[src/rtl/two_sum_scheduler_if.sv]
// Requester-fabric and response-channel bundle for two_sum_scheduler.
//   req_number/req_target : per-requester number and target, slot i at [i*DW +: DW]
//   req_valid/req_last    : per-requester number valid and end-of-frame flag
//   req_ready             : per-requester number accepted (valid & ready)
//   resp_valid/resp_ready : response handshake
//   resp_id/resp_found/resp_index1/resp_index2 : response payload
// master = requester side, slave = scheduler side.
interface two_sum_scheduler_if #(
    parameter int NUM_REQ    = 2,
    parameter int DATA_WIDTH = 2,
    parameter int ARRAY_SIZE = 2**DATA_WIDTH
);
    localparam int IDX_W = $clog2(ARRAY_SIZE);
    localparam int ID_W  = $clog2(NUM_REQ);

    logic [NUM_REQ*DATA_WIDTH-1:0] req_number;
    logic [NUM_REQ*DATA_WIDTH-1:0] req_target;
    logic [NUM_REQ-1:0]            req_valid;
    logic [NUM_REQ-1:0]            req_last;
    logic [NUM_REQ-1:0]            req_ready;
    logic                          resp_valid;
    logic                          resp_ready;
    logic [ID_W-1:0]               resp_id;
    logic                          resp_found;
    logic [IDX_W-1:0]              resp_index1;
    logic [IDX_W-1:0]              resp_index2;

    modport master (
        output req_number, req_target, req_valid, req_last, resp_ready,
        input  req_ready, resp_valid, resp_id, resp_found, resp_index1, resp_index2
    );

    modport slave (
        input  req_number, req_target, req_valid, req_last, resp_ready,
        output req_ready, resp_valid, resp_id, resp_found, resp_index1, resp_index2
    );
endinterface

[src/rtl/two_sum_scheduler.sv]
// Round-robin scheduler sharing one streaming two-sum engine between NUM_REQ
// requesters. A granted frame is forwarded unchanged to the engine (truncated
// to ARRAY_SIZE numbers, the remainder is swallowed), the first result the
// engine reports is captured and handed back to the frame owner.
// Ports:
//   clk, rst          : clock, asynchronous active-high reset
//   bus (slave)       : requester numbers/targets and response channel
//   eng_number/_valid/_last, eng_target : frame towards the engine
//   eng_clear         : one-cycle engine purge on leaving DRAIN
//   eng_index1/2/_valid : result from the engine
//   busy              : scheduler not idle
module two_sum_scheduler #(
    parameter int  NUM_REQ    = 2,
    parameter int  DATA_WIDTH = 2,
    parameter int  ARRAY_SIZE = 2**DATA_WIDTH,
    localparam int IDX_W      = $clog2(ARRAY_SIZE),
    localparam int ID_W       = $clog2(NUM_REQ)
) (
    input  logic                   clk,
    input  logic                   rst,
    two_sum_scheduler_if.slave     bus,
    output logic [DATA_WIDTH-1:0]  eng_number,
    output logic                   eng_number_valid,
    output logic                   eng_number_last,
    output logic [DATA_WIDTH-1:0]  eng_target,
    output logic                   eng_clear,
    input  logic [IDX_W-1:0]       eng_index1,
    input  logic [IDX_W-1:0]       eng_index2,
    input  logic                   eng_index_valid,
    output logic                   busy
);

    typedef enum logic [2:0] {
        ST_IDLE   = 3'd0,
        ST_STREAM = 3'd1,
        ST_FLUSH  = 3'd2,
        ST_DRAIN  = 3'd3,
        ST_RESP   = 3'd4
    } state_t;

    state_t                  state_r;
    state_t                  state_s;
    logic [ID_W-1:0]         rr_r;
    logic [ID_W-1:0]         grant_r;
    logic [ID_W-1:0]         grant_s;
    logic                    grant_hit_s;
    logic [DATA_WIDTH-1:0]   target_r;
    logic [IDX_W-1:0]        cnt_r;
    logic                    found_r;
    logic [IDX_W-1:0]        idx1_r;
    logic [IDX_W-1:0]        idx2_r;
    logic [NUM_REQ-1:0]      req_ready_s;
    logic                    eng_valid_s;
    logic                    eng_last_s;
    logic                    eng_clear_s;
    logic                    g_valid_s;
    logic                    g_last_s;
    logic [DATA_WIDTH-1:0]   g_number_s;
    logic                    cnt_max_s;

    // Granted requester's slot, selected from the latched grant.
    assign g_valid_s  = bus.req_valid[grant_r];
    assign g_last_s   = bus.req_last[grant_r];
    assign g_number_s = bus.req_number[int'(grant_r)*DATA_WIDTH +: DATA_WIDTH];
    assign cnt_max_s  = (cnt_r == IDX_W'(ARRAY_SIZE-1));

    // Round-robin search: first requesting slot at or after the rr pointer.
    always_comb begin : arb
        logic [ID_W-1:0] slot_v;
        grant_hit_s = 1'b0;
        grant_s     = '0;
        slot_v      = '0;
        for (int k = 0; k < NUM_REQ; k++) begin
            slot_v = ID_W'((int'(rr_r) + k) % NUM_REQ);
            if (!grant_hit_s && bus.req_valid[slot_v]) begin
                grant_hit_s = 1'b1;
                grant_s     = slot_v;
            end else begin
                grant_hit_s = grant_hit_s;
            end
        end
    end

    // Next-state and per-state control outputs.
    always_comb begin
        state_s     = state_r;
        req_ready_s = '0;
        eng_valid_s = 1'b0;
        eng_last_s  = 1'b0;
        eng_clear_s = 1'b0;
        case (state_r)
            ST_IDLE: begin
                if (grant_hit_s) begin
                    state_s = ST_STREAM;
                end else begin
                    state_s = ST_IDLE;
                end
            end
            ST_STREAM: begin
                req_ready_s[grant_r] = 1'b1;
                eng_valid_s          = g_valid_s;
                // The engine sees a last on the ARRAY_SIZE-th number even if
                // the requester has more; the rest is swallowed in FLUSH.
                eng_last_s           = g_last_s | cnt_max_s;
                if (g_valid_s && g_last_s) begin
                    state_s = ST_DRAIN;
                end else if (g_valid_s && cnt_max_s) begin
                    state_s = ST_FLUSH;
                end else begin
                    state_s = ST_STREAM;
                end
            end
            ST_FLUSH: begin
                req_ready_s[grant_r] = 1'b1;
                if (g_valid_s && g_last_s) begin
                    state_s = ST_DRAIN;
                end else begin
                    state_s = ST_FLUSH;
                end
            end
            ST_DRAIN: begin
                // One cycle for the engine's result on the final number;
                // the clear lands on the same edge that leaves DRAIN.
                eng_clear_s = 1'b1;
                state_s     = ST_RESP;
            end
            ST_RESP: begin
                if (bus.resp_ready) begin
                    state_s = ST_IDLE;
                end else begin
                    state_s = ST_RESP;
                end
            end
            default: begin
                state_s = ST_IDLE;
            end
        endcase
    end

    // State register.
    always_ff @(posedge clk or posedge rst) begin
        if (rst) begin
            state_r <= ST_IDLE;
        end else begin
            state_r <= state_s;
        end
    end

    // Grant, target latch, frame counter and round-robin pointer.
    always_ff @(posedge clk or posedge rst) begin
        if (rst) begin
            rr_r     <= '0;
            grant_r  <= '0;
            target_r <= '0;
            cnt_r    <= '0;
        end else begin
            case (state_r)
                ST_IDLE: begin
                    if (grant_hit_s) begin
                        grant_r  <= grant_s;
                        target_r <= bus.req_target[int'(grant_s)*DATA_WIDTH +: DATA_WIDTH];
                        cnt_r    <= '0;
                    end
                end
                ST_STREAM: begin
                    if (g_valid_s) begin
                        cnt_r <= cnt_r + IDX_W'(1);
                    end
                end
                ST_RESP: begin
                    if (bus.resp_ready) begin
                        rr_r <= (grant_r == ID_W'(NUM_REQ-1)) ? '0 : grant_r + ID_W'(1);
                    end
                end
                default: begin
                    cnt_r <= cnt_r;
                end
            endcase
        end
    end

    // Result capture: only the first engine report of a frame is kept.
    always_ff @(posedge clk or posedge rst) begin
        if (rst) begin
            found_r <= 1'b0;
            idx1_r  <= '0;
            idx2_r  <= '0;
        end else begin
            case (state_r)
                ST_STREAM, ST_FLUSH, ST_DRAIN: begin
                    if (eng_index_valid && !found_r) begin
                        found_r <= 1'b1;
                        idx1_r  <= eng_index1;
                        idx2_r  <= eng_index2;
                    end
                end
                ST_RESP: begin
                    if (bus.resp_ready) begin
                        found_r <= 1'b0;
                        idx1_r  <= '0;
                        idx2_r  <= '0;
                    end
                end
                default: begin
                    found_r <= found_r;
                end
            endcase
        end
    end

    assign bus.req_ready   = req_ready_s;
    assign eng_number       = (state_r == ST_STREAM) ? g_number_s : '0;
    assign eng_number_valid = eng_valid_s;
    assign eng_number_last  = eng_last_s;
    assign eng_target       = target_r;
    assign eng_clear        = eng_clear_s;
    assign bus.resp_valid   = (state_r == ST_RESP);
    assign bus.resp_id      = grant_r;
    assign bus.resp_found   = found_r;
    assign bus.resp_index1  = idx1_r;
    assign bus.resp_index2  = idx2_r;
    assign busy             = (state_r != ST_IDLE);

endmodule
[src/flat_wrapper.sv]
// flat-port wrapper written by rule: the top's interface ports become plain ports
module two_sum_scheduler_flat 
#(
    parameter int  NUM_REQ    = 2,
    parameter int  DATA_WIDTH = 2,
    parameter int  ARRAY_SIZE = 2**DATA_WIDTH,
    localparam int IDX_W      = $clog2(ARRAY_SIZE),
    localparam int ID_W       = $clog2(NUM_REQ)
)
  (clk, rst, eng_number, eng_number_valid, eng_number_last, eng_target, eng_clear, eng_index1, eng_index2, eng_index_valid, busy, bus_req_number, bus_req_target, bus_req_valid, bus_req_last, bus_resp_ready, bus_req_ready, bus_resp_valid, bus_resp_id, bus_resp_found, bus_resp_index1, bus_resp_index2);
  two_sum_scheduler_if #(.NUM_REQ(NUM_REQ), .DATA_WIDTH(DATA_WIDTH), .ARRAY_SIZE(ARRAY_SIZE)) bus_i ();
  input  logic clk;
  input  logic rst;
  output logic [DATA_WIDTH-1:0] eng_number;
  output logic eng_number_valid;
  output logic eng_number_last;
  output logic [DATA_WIDTH-1:0] eng_target;
  output logic eng_clear;
  input  logic [IDX_W-1:0] eng_index1;
  input  logic [IDX_W-1:0] eng_index2;
  input  logic eng_index_valid;
  output logic busy;
  input wire logic [$bits(bus_i.req_number)-1:0] bus_req_number;
  input wire logic [$bits(bus_i.req_target)-1:0] bus_req_target;
  input wire logic [$bits(bus_i.req_valid)-1:0] bus_req_valid;
  input wire logic [$bits(bus_i.req_last)-1:0] bus_req_last;
  input wire logic [$bits(bus_i.resp_ready)-1:0] bus_resp_ready;
  output wire logic [$bits(bus_i.req_ready)-1:0] bus_req_ready;
  output wire logic [$bits(bus_i.resp_valid)-1:0] bus_resp_valid;
  output wire logic [$bits(bus_i.resp_id)-1:0] bus_resp_id;
  output wire logic [$bits(bus_i.resp_found)-1:0] bus_resp_found;
  output wire logic [$bits(bus_i.resp_index1)-1:0] bus_resp_index1;
  output wire logic [$bits(bus_i.resp_index2)-1:0] bus_resp_index2;
  assign bus_i.req_number = bus_req_number;
  assign bus_i.req_target = bus_req_target;
  assign bus_i.req_valid = bus_req_valid;
  assign bus_i.req_last = bus_req_last;
  assign bus_i.resp_ready = bus_resp_ready;
  assign bus_req_ready = bus_i.req_ready;
  assign bus_resp_valid = bus_i.resp_valid;
  assign bus_resp_id = bus_i.resp_id;
  assign bus_resp_found = bus_i.resp_found;
  assign bus_resp_index1 = bus_i.resp_index1;
  assign bus_resp_index2 = bus_i.resp_index2;
  two_sum_scheduler #(.NUM_REQ(NUM_REQ), .DATA_WIDTH(DATA_WIDTH), .ARRAY_SIZE(ARRAY_SIZE)) u_core (.clk(clk), .rst(rst), .bus(bus_i), .eng_number(eng_number), .eng_number_valid(eng_number_valid), .eng_number_last(eng_number_last), .eng_target(eng_target), .eng_clear(eng_clear), .eng_index1(eng_index1), .eng_index2(eng_index2), .eng_index_valid(eng_index_valid), .busy(busy));
endmodule
[config.mk]
export PLATFORM = sky130hd
export DESIGN_NAME = two_sum_scheduler_flat
export DESIGN_NICKNAME = d
export VERILOG_FILES = /design/src/rtl/two_sum_scheduler_if.sv /design/src/rtl/two_sum_scheduler.sv /design/src/flat_wrapper.sv
export SDC_FILE = /design/constraint.sdc
export NUM_CORES = 1
export LEC_CHECK = 0
export BUFFER_PORTS_ARGS = -buffer_cell sky130_fd_sc_hd__buf_4
export CORE_AREA = 3 3 68 64
export DETAILED_ROUTE_END_ITERATION = 8
export DIE_AREA = 0 0 71 67
export SLEW_MARGIN = 25
export SYNTH_ARGS = -nofsm -noshare
export SYNTH_HDL_FRONTEND = slang
export SYNTH_SLANG_ARGS = --single-unit
[constraint.sdc]
create_clock -name clk -period 1.6 [get_ports clk]
set_clock_uncertainty 0.15 [all_clocks]
set_input_delay 0.08 -clock clk [delete_from_list [all_inputs] [get_ports clk]]
set_output_delay 0.08 -clock clk [all_outputs]
set_load 0.005 [all_outputs]
**Word-level counts from Yosys, hierarchy flattened**

Cells that the tools add are included.

- Flip-flop bits (word level): 14
- Bits of input ports: 20
- Logic and storage cells: 81

- Add/subtract/negate cells: 3
- Magnitude comparators: 4
- Eq/ne operators: 9
- Shift-type cells: 2
- Muxes and demuxes: 37
- Bitwise gates (word level): 1
- Reduce and logical (&&, ||, !) cells: 17

Operators with widths:

| kind | number |
|---|---|
| 2-to-1 mux 1 bit | 21 |
| 2-to-1 mux 2 bit | 8 |
| one-hot mux 3 bit (5 select lines) | 1 |
| one-hot mux 2 bit (2 select lines) | 3 |
| variable part select 4 x 3 -> 2 bit | 2 |
| equality test 3 x 2 -> 1 bit (second input constant) | 2 |
| less-than comparator 1 x 2 -> 1 bit (second input constant) | 3 |
| 2-to-1 mux 3 bit | 2 |
| != test 2 x 1 -> 1 bit (second input constant) | 3 |
| AND reduction 3 bit | 2 |
| logical AND 1 bit | 5 |
| AND reduction 2 bit | 2 |
| nonzero test 2 bit | 2 |
| equality test 3 x 1 -> 1 bit (second input constant) | 1 |
| equality test 3 bit (second input constant) | 1 |
| zero test 3 bit | 1 |
| nonzero test 3 bit | 1 |
| OR reduction 3 bit | 1 |
| adder 1 bit (second input constant) | 2 |
| adder 2 x 1 -> 2 bit (second input constant) | 1 |
| equality test 2 bit (second input constant) | 1 |
| zero test 1 bit | 2 |
| != test 2 bit (second input constant) | 1 |
| one-hot mux 1 bit (2 select lines) | 1 |
| other kinds (4) | 4 |

**Depth between registers and ports, before layout**

Gate-level depths: netlist (run 1).

- Depth in word-level cells: 8
- Gate-level depth with buffers: 5
- Gate-level depth less buffers: 4

**Worst setup path after synthesis (run 1)**

Ideal clock, no wire load.

- Path type: register to register
- Start: register u_core.state_r[1]
- End: register u_core.cnt_r[0]
- Arrival: 1144 ps
- Required time: 1325 ps
- Slack: 181 ps
- Stages on the path, launching flop included: 5
- Buffers on the path: 1
- Path through: dfrtp_1 -> buf_2 -> nor3b_1 -> a22oi_1 -> mux2_2

- Longest elaborated chain between the ends: 3

Ends and longest elaborated chain:

| what | line | text |
|---|---|---|
| start, declared | two_sum_scheduler.sv:41 | `state_t state_r;` |
| start signal, assigned | two_sum_scheduler.sv:145 | `state_r <= state_s;` |
| equality test 3 x 1 -> 1 bit or zero test 3 bit (tied branches) | two_sum_scheduler.sv:157 | `case (state_r)` |
| != test 2 x 1 -> 1 bit (no line) or nonzero test 2 bit (tied branches) | n/a |  |
| AND reduction 3 bit (no line) | n/a |  |
| end signal, assigned | two_sum_scheduler.sv:167 | `cnt_r <= cnt_r + IDX_W'(1);` |
| end signal, assigned | two_sum_scheduler.sv:176 | `cnt_r <= cnt_r;` |
| end, declared | two_sum_scheduler.sv:48 | `logic [IDX_W-1:0] cnt_r;` |

Several ways; a longest one is shown, not always the timed one.
A chain may end at the register's enable or synchronous reset.

**Worst setup path in the final report (run 1)**

- Start: register u_core.state_r[2]
- End: output port eng_number_valid

- Longest elaborated chain between the ends: 2

Ends and longest elaborated chain:

| what | line | text |
|---|---|---|
| equality test 3 x 1 -> 1 bit | two_sum_scheduler.sv:91 | `case (state_r)` |
| 2-to-1 mux 1 bit | two_sum_scheduler.sv:91 |  |
| end, declared | flat_wrapper.sv:15 | `output logic eng_number_valid;` |

Every way passes these cells.

==> results of run 1 <==
worst reg2reg max path: stages (launching register included):
cell	delay [ps]
dfrtp_2	410
buf_4	160
o21a_1	200
and2_1	210
a22o_1	250
logic make-up after synthesis:
logic type               Yosys count
multiplexers                       5
AO/OA/AOI/OAI                     27
buffers and inverters             10
adder cells (fa/ha/maj)            1
flip-flops                        14
AND/OR/NAND/NOR                   28
XOR/XNOR                           1
per-layer routing:
metal	part of all wire	global-route usage
met1	0.44	0.1286
met2	0.48	0.1597
met3	0.064	0.02564
met4	0.0086	0.02113
met5	0	0
path summary, 6_finish.rpt:
path | start | to | slack, ps | cells after the start
max in group asynchronous | rst | u_core.bus.resp_id$_DFFE_PP0P_ | 640 | 3
worst min register to register | u_core.bus.resp_index2[0]$_DFFE_PP0P_ | u_core.bus.resp_index2[0]$_DFFE_PP0P_ | 350 | 1
min in group asynchronous | rst | u_core.rr_r$_DFFE_PP0P_ | 280 | 3
worst min-delay path | bus_req_valid[1] | u_core.eng_target[0]$_DFFE_PP0P_ | 30 | 3
worst max register to register | u_core.state_r[1]$_DFF_PP0_ | u_core.bus.resp_index2[1]$_DFFE_PP0P_ | 100 | 4
worst max-delay path | u_core.state_r[2]$_DFF_PP0_ | eng_number_valid | 8 | 3
flip-flops by register name, indices dropped and copies added (netlist names):
name / count
u_core.bus.resp_index2: 2
u_core.bus.resp_found: 1
u_core.cnt_r: 2
u_core.rr_r: 1
u_core.bus.resp_id: 1
u_core.bus.resp_index1: 2
u_core.state_r: 3
u_core.eng_target: 2
through the flow:
stage / hold WS, ps / setup WS (ps) / utilization
after floorplan: -180.8 / 181.1 / -
after global placement: 8.084 / 120.7 / 0.3139
after detailed placement: 13.53 / 110.7 / 0.3139
after CTS: 26.32 / -1.557 / 0.3670
after global routing: 46.51 / -29.35 / 0.3793
final: 27.76 / 7.827 / 0.3793
final cells by class:
cell class | count | area share
multi-input combinational | 62 | 0.3336
sequential | 14 | 0.2547
timing repair buffer | 56 | 0.3247
tap | 46 | 0.04126
clock buffer | 3 | 0.02960
inverter | 6 | 0.01614
placed cells by master, fill, tap and decap left out, types with 2 or more instances in the layout:
cell / instances
nor3b_2: 2
o21ai_0: 3
mux2_2: 3
buf_6: 2
nand3b_1: 3
dlygate4sd3_1: 10
a31oi_1: 2
dfrtp_2: 4
buf_4: 44
clkbuf_8: 3
a21oi_1: 5
inv_1: 6
nand2_1: 3
a22o_1: 5
dfrtp_1: 10
mux2i_1: 2
nand2b_1: 2
nor2_1: 8
what timing repair did:
| item | CTS | global route |
|---|---|---|
| pin swaps | 1 | 2 |
| gates cloned | 0 | 0 |
| hold endpoints to repair | 21 | 0 |
| resized for setup | 5 | 7 |
| endpoints found under the setup margin | 4 | 9 |
| buffers inserted | 6 | 2 |
| hold buffers | 10 | 0 |
power groups by stage:
stage          Combinational, mW  Clock [mW]  Sequential (mW)
2_1_floorplan              0.791           0            0.605
3_3_place_gp                1.15           0            0.704
3_5_place_dp                1.17           0            0.708
4_1_cts                     1.37       0.294            0.650
5_1_grt                     1.65       0.309            0.675
6_report                    1.50       0.284            0.651
synthesized netlist by cell type (2+ instances only):
master | number | area share
a21oi_1 | 5 | 0.030
nand2_1 | 3 | 0.013
o21ai_0 | 4 | 0.024
nand3b_1 | 3 | 0.027
mux2i_1 | 2 | 0.024
buf_2 | 2 | 0.012
inv_1 | 6 | 0.027
nand2b_1 | 2 | 0.015
a22o_1 | 5 | 0.052
nor3b_1 | 3 | 0.027
mux2_2 | 3 | 0.040
dfrtp_1 | 14 | 0.42
a31oi_1 | 2 | 0.015
nor2_1 | 9 | 0.040
==> run metrics, run 1 <==
Die Y=67 um; fraction of registers with async set/reset=1.000; worst skew pair latency=240 ps; Slew Limit Fails=0; vias in the first global route=812; Die Area=4757 sq um; mux share of post-synthesis cell area=0.06399; RSZ-0062 raised after global routing=yes; Worst setup SP type=register; Worst setup EP type=output pin; Post-Syn Area=840.8 sq um; total global routing overflow=0; via count=847; most common flop cell mapped by yosys=dfrtp_1; Clock Power Share=0.117; Post-Syn Area per Cell=9.777 sq um; 1st-iter DRT viols=11; Non-Filler Instances=187; syn_nets=107; Bufs and invs on worst path=1; total track usage=0.09751; Rows=21; H-tree levels=1; largest family of logic cells by synthesized area=compound AO/OA/AOI/OAI gates; Routed WL per cell=12.37 um; max cap viols=0; Simple-Gate Fraction of Synth Area=0.1964; slowest CP cell=or3b_4; Layout area overhead=65.92%; worst-path cell chain=or3b_4 > a21oi_4 > buf_6; Seq pwr share=0.268; Post-Synth Adder-Cell Area=0.01488; Yosys reg bits=14; combinational share of power=0.615; Final ANT Viol Nets=0; Initial DRT Pass Iterations=4; dpl cell area=1155 sq um; Cells after Synth=86; Power Density=1742 nW/um^2; sequential area share after synthesis=0.4167; IO buf count=36; Sw Ratio=0.3606; total CTS buffers=3; family with the most delay on the worst path=simple AND/OR/NAND/NOR gates; fin area=1395 sq um; global-route wire length before repair=3726 um; largest net degree at the start of global routing=15; WP data required=1370 ps; Core Box Area=3679 sq um; Die Wd=71 um; setup_tns=0 ps; Tmin final=1592 ps; Initial Util=0.2286; detailed-route DRC error count=0; Clock Tree Root=clkbuf_8; Synth cell types=37; Longest Clk Path Bufs=2; Final Power=2.430 mW; max frequency=0.6281 GHz; max_slew headroom=0.6485; Switch Pwr=0.8762 mW; IO Pins=37; Max FO, Critical Path=4; Hold Vio Cnt, Final=0; internal power=1.554 mW; Post-synth EDFFs=0; Routed WL=2314 um; CTS tree=done; CTS Sinks=14; Placer Congestion=0.7286; CP max stage delay=440 ps; final setup vio count=0; CP arrival=1360 ps; Synth Area in XOR/XNOR=0.01042; # placed instances=166; HP Class=in -> reg; layout filler cell count=388; HPWL after DPL=1711 um; Synth Area in Compound Gates=0.2366; Post-layout nets=164; Via density=4.529; crit path kind=reg -> out; Clock transition at path regs=60 ps; layout cells sized above 1=0.4752; period utilization=0.9951; Least-Margin Pin Slew=526.7 ps; Lkg Pwr=0.6579 nW; area of the multi-input gates=465.4 sq um; VDD IR max=0.5467 mV; initial antenna violation count=0; antenna cells=0; FF+latch area=355.3 sq um; status=complete, no violations; Synth Warn #=0
Power figures use the tool's default switching activity.
==> inputs of run 2 (changes only) <==
--- a/config.mk
+++ b/config.mk
@@ -11,2 +11,3 @@
 export DIE_AREA = 0 0 71 67
+export HOLD_SLACK_MARGIN = 0.03
 export SLEW_MARGIN = 25
--- a/constraint.sdc
+++ b/constraint.sdc
@@ -4,2 +4,2 @@
 set_output_delay 0.08 -clock clk [all_outputs]
-set_load 0.005 [all_outputs]
+set_load 0.1 [all_outputs]
==> run 2 against run 1 <==
Net effect: the flow now finishes with violations (setup timing); wire length rose by 4.1%; design area rose by 19%; final cell count rose by 2.7%; global-route usage rose by 1.2 points; setup slack got worse by 110 ps; critical path depth did not move; largest cell class is now buffers.
==> run metrics, run 2 (same netlist as run 1, synthesis figures left out) <==
IO Pins=37; antenna cells=0; total global routing overflow=0; Die Wd=71 um; CP startpoint=u_core.state_r[0]$_DFF_PP0_; H-tree levels=1; largest net degree at the start of global routing=15; reg-to-reg slack, setup=60 ps; max frequency=0.5892 GHz; Crit Reg-Reg Startpoint=u_core.bus.resp_id$_DFFE_PP0P_; hold_sp=bus_req_valid[0]; most common cell after layout, fill and taps aside=buf_4; layout cells sized above 1=0.5411; final worst slack=-97.35 ps; Placer Congestion=0.8137; slowest CP cell=or3b_4; Least-Margin Pin Slew=545.2 ps; Worst setup SP type=register; Top reg by flops=u_core.state_r; 1st-iter DRT viols=30; FF+latch area=355.3 sq um; crit path kind=reg -> out; Slew Limit Fails=0; max_slew headroom=0.6361; worst skew pair latency=250 ps; area of the multi-input gates=554.3 sq um; HP Class=in -> reg; Post-layout nets=168; period utilization=1.061; Place WS=83.69 ps; worst-path cell chain=or3b_4 > a21oi_4 > buf_12; detailed-route DRC error count=0; Die Y=67 um; Longest Clk Path Bufs=2; Initial Util=0.2286; Final ANT Viol Nets=0; WP data required=1370 ps; layout filler cell count=359; CTS Sinks=14; max reg flops=3; CP arrival=1470 ps; total track usage=0.1091; RSZ-0062 raised after global routing=yes; Tmin final=1697 ps; Hold WS=129.8 ps; Clock transition at path regs=60 ps; Clock Tree Root=clkbuf_8; Die Area=4757 sq um; most frequent cells in the layout=buf_4 (35), dfrtp_1 (12), dlygate4sd3_1 (11); Worst setup EP type=output pin; Max FO, Critical Path=4; Hold Vio Cnt, Final=0; violated checks=setup timing; Core Box Area=3679 sq um; WHS Path Cells=4; total CTS buffers=3; final setup vio count=4; max cap viols=0; Initial DRT Pass Iterations=4; Routed WL per cell=12.55 um; Routed WL=2409 um; CTS tree=done; vias in the first global route=870; HPWL after DPL=1874 um; Layout area overhead=97.17%; r2r endpoint=u_core.cnt_r[0]$_DFFE_PP0P_; initial antenna violation count=0; via count=864; Via density=4.500; Rows=21; global-route wire length before repair=4057 um; CP max stage delay=470 ps; IO buf count=36; Worst R2R Path Depth=4; status=complete, but fails checks; worst min-delay path endpoint=u_core.bus.resp_id$_DFFE_PP0P_
==> run 2: cell types whose count changed in the layout (fill, tap and decap cells not counted), sizes merged <==
cell | before | now
buf | 46 | 49
clkbuf | 3 | 4
dlygate4sd3 | 10 | 11
==> run 2: what timing repair did <==
item / 4_1_cts / 5_1_grt
pin swaps: 2 / 4
setup buffers: 4 / 2
endpoints found under the setup margin: 8 / 15
endpoints found under the hold margin: 22 / 0
hold buffers: 11 / 0
resized for setup: 32 / 8
==> run 2: routing by layer <==
layer,GRT usage,up-vias,share of wire
li1,-,433,-
met1,0.1344,395,0.42
met2,0.1829,31,0.50
met3,0.02715,5,0.065
met4,0.04225,0,0.015
met5,0,-,0
==> run 2: per-stage QoR <==
stage | cells | utilization | setup TNS (ps) | cell area [sq um]
2_1_floorplan | 86 | - | -2801 | 927.1
3_3_place_gp | 172 | 0.3452 | 0 | 1270
3_5_place_dp | 172 | 0.3452 | 0 | 1270
4_1_cts | 190 | 0.4337 | -314.0 | 1595
5_1_grt | 192 | 0.4507 | -531.3 | 1658
6_report | 192 | 0.4507 | -261.2 | 1658
==> run 2: layout make-up <==
class | instances | share of cell area
sequential | 14 | 0.2143
clock buffer | 4 | 0.03321
tap | 46 | 0.03472
inverter | 6 | 0.01358
multi-input combinational | 62 | 0.3343
timing repair buffer | 60 | 0.3698
==> run 2: how the worst max path moves through the flow <==
stage	endpoint	cells after the start	slack (ps)
floorplan	u_core.cnt_r[0]$_DFFE_PP0P_	4	-350
CTS	eng_number_valid	3	-110
global placement	eng_number_valid	3	90
global route	eng_number_valid	3	-140
finish	eng_number_valid	3	-100
detailed placement	u_core.cnt_r[0]$_DFFE_PP0P_	4	80
==> run 2: critical path: cells and delay by family (launching register included) <==
kind	cells	cell delay (ps)
buffers and inverters	1	190
AND/OR/NAND/NOR	1	470
AO/OA/AOI/OAI	1	170
flip-flops	1	390
Power of run 2 is left out: the tool's default activity adds up to more than one toggle a clock period on the data nets, which glitch-free logic cannot reach.
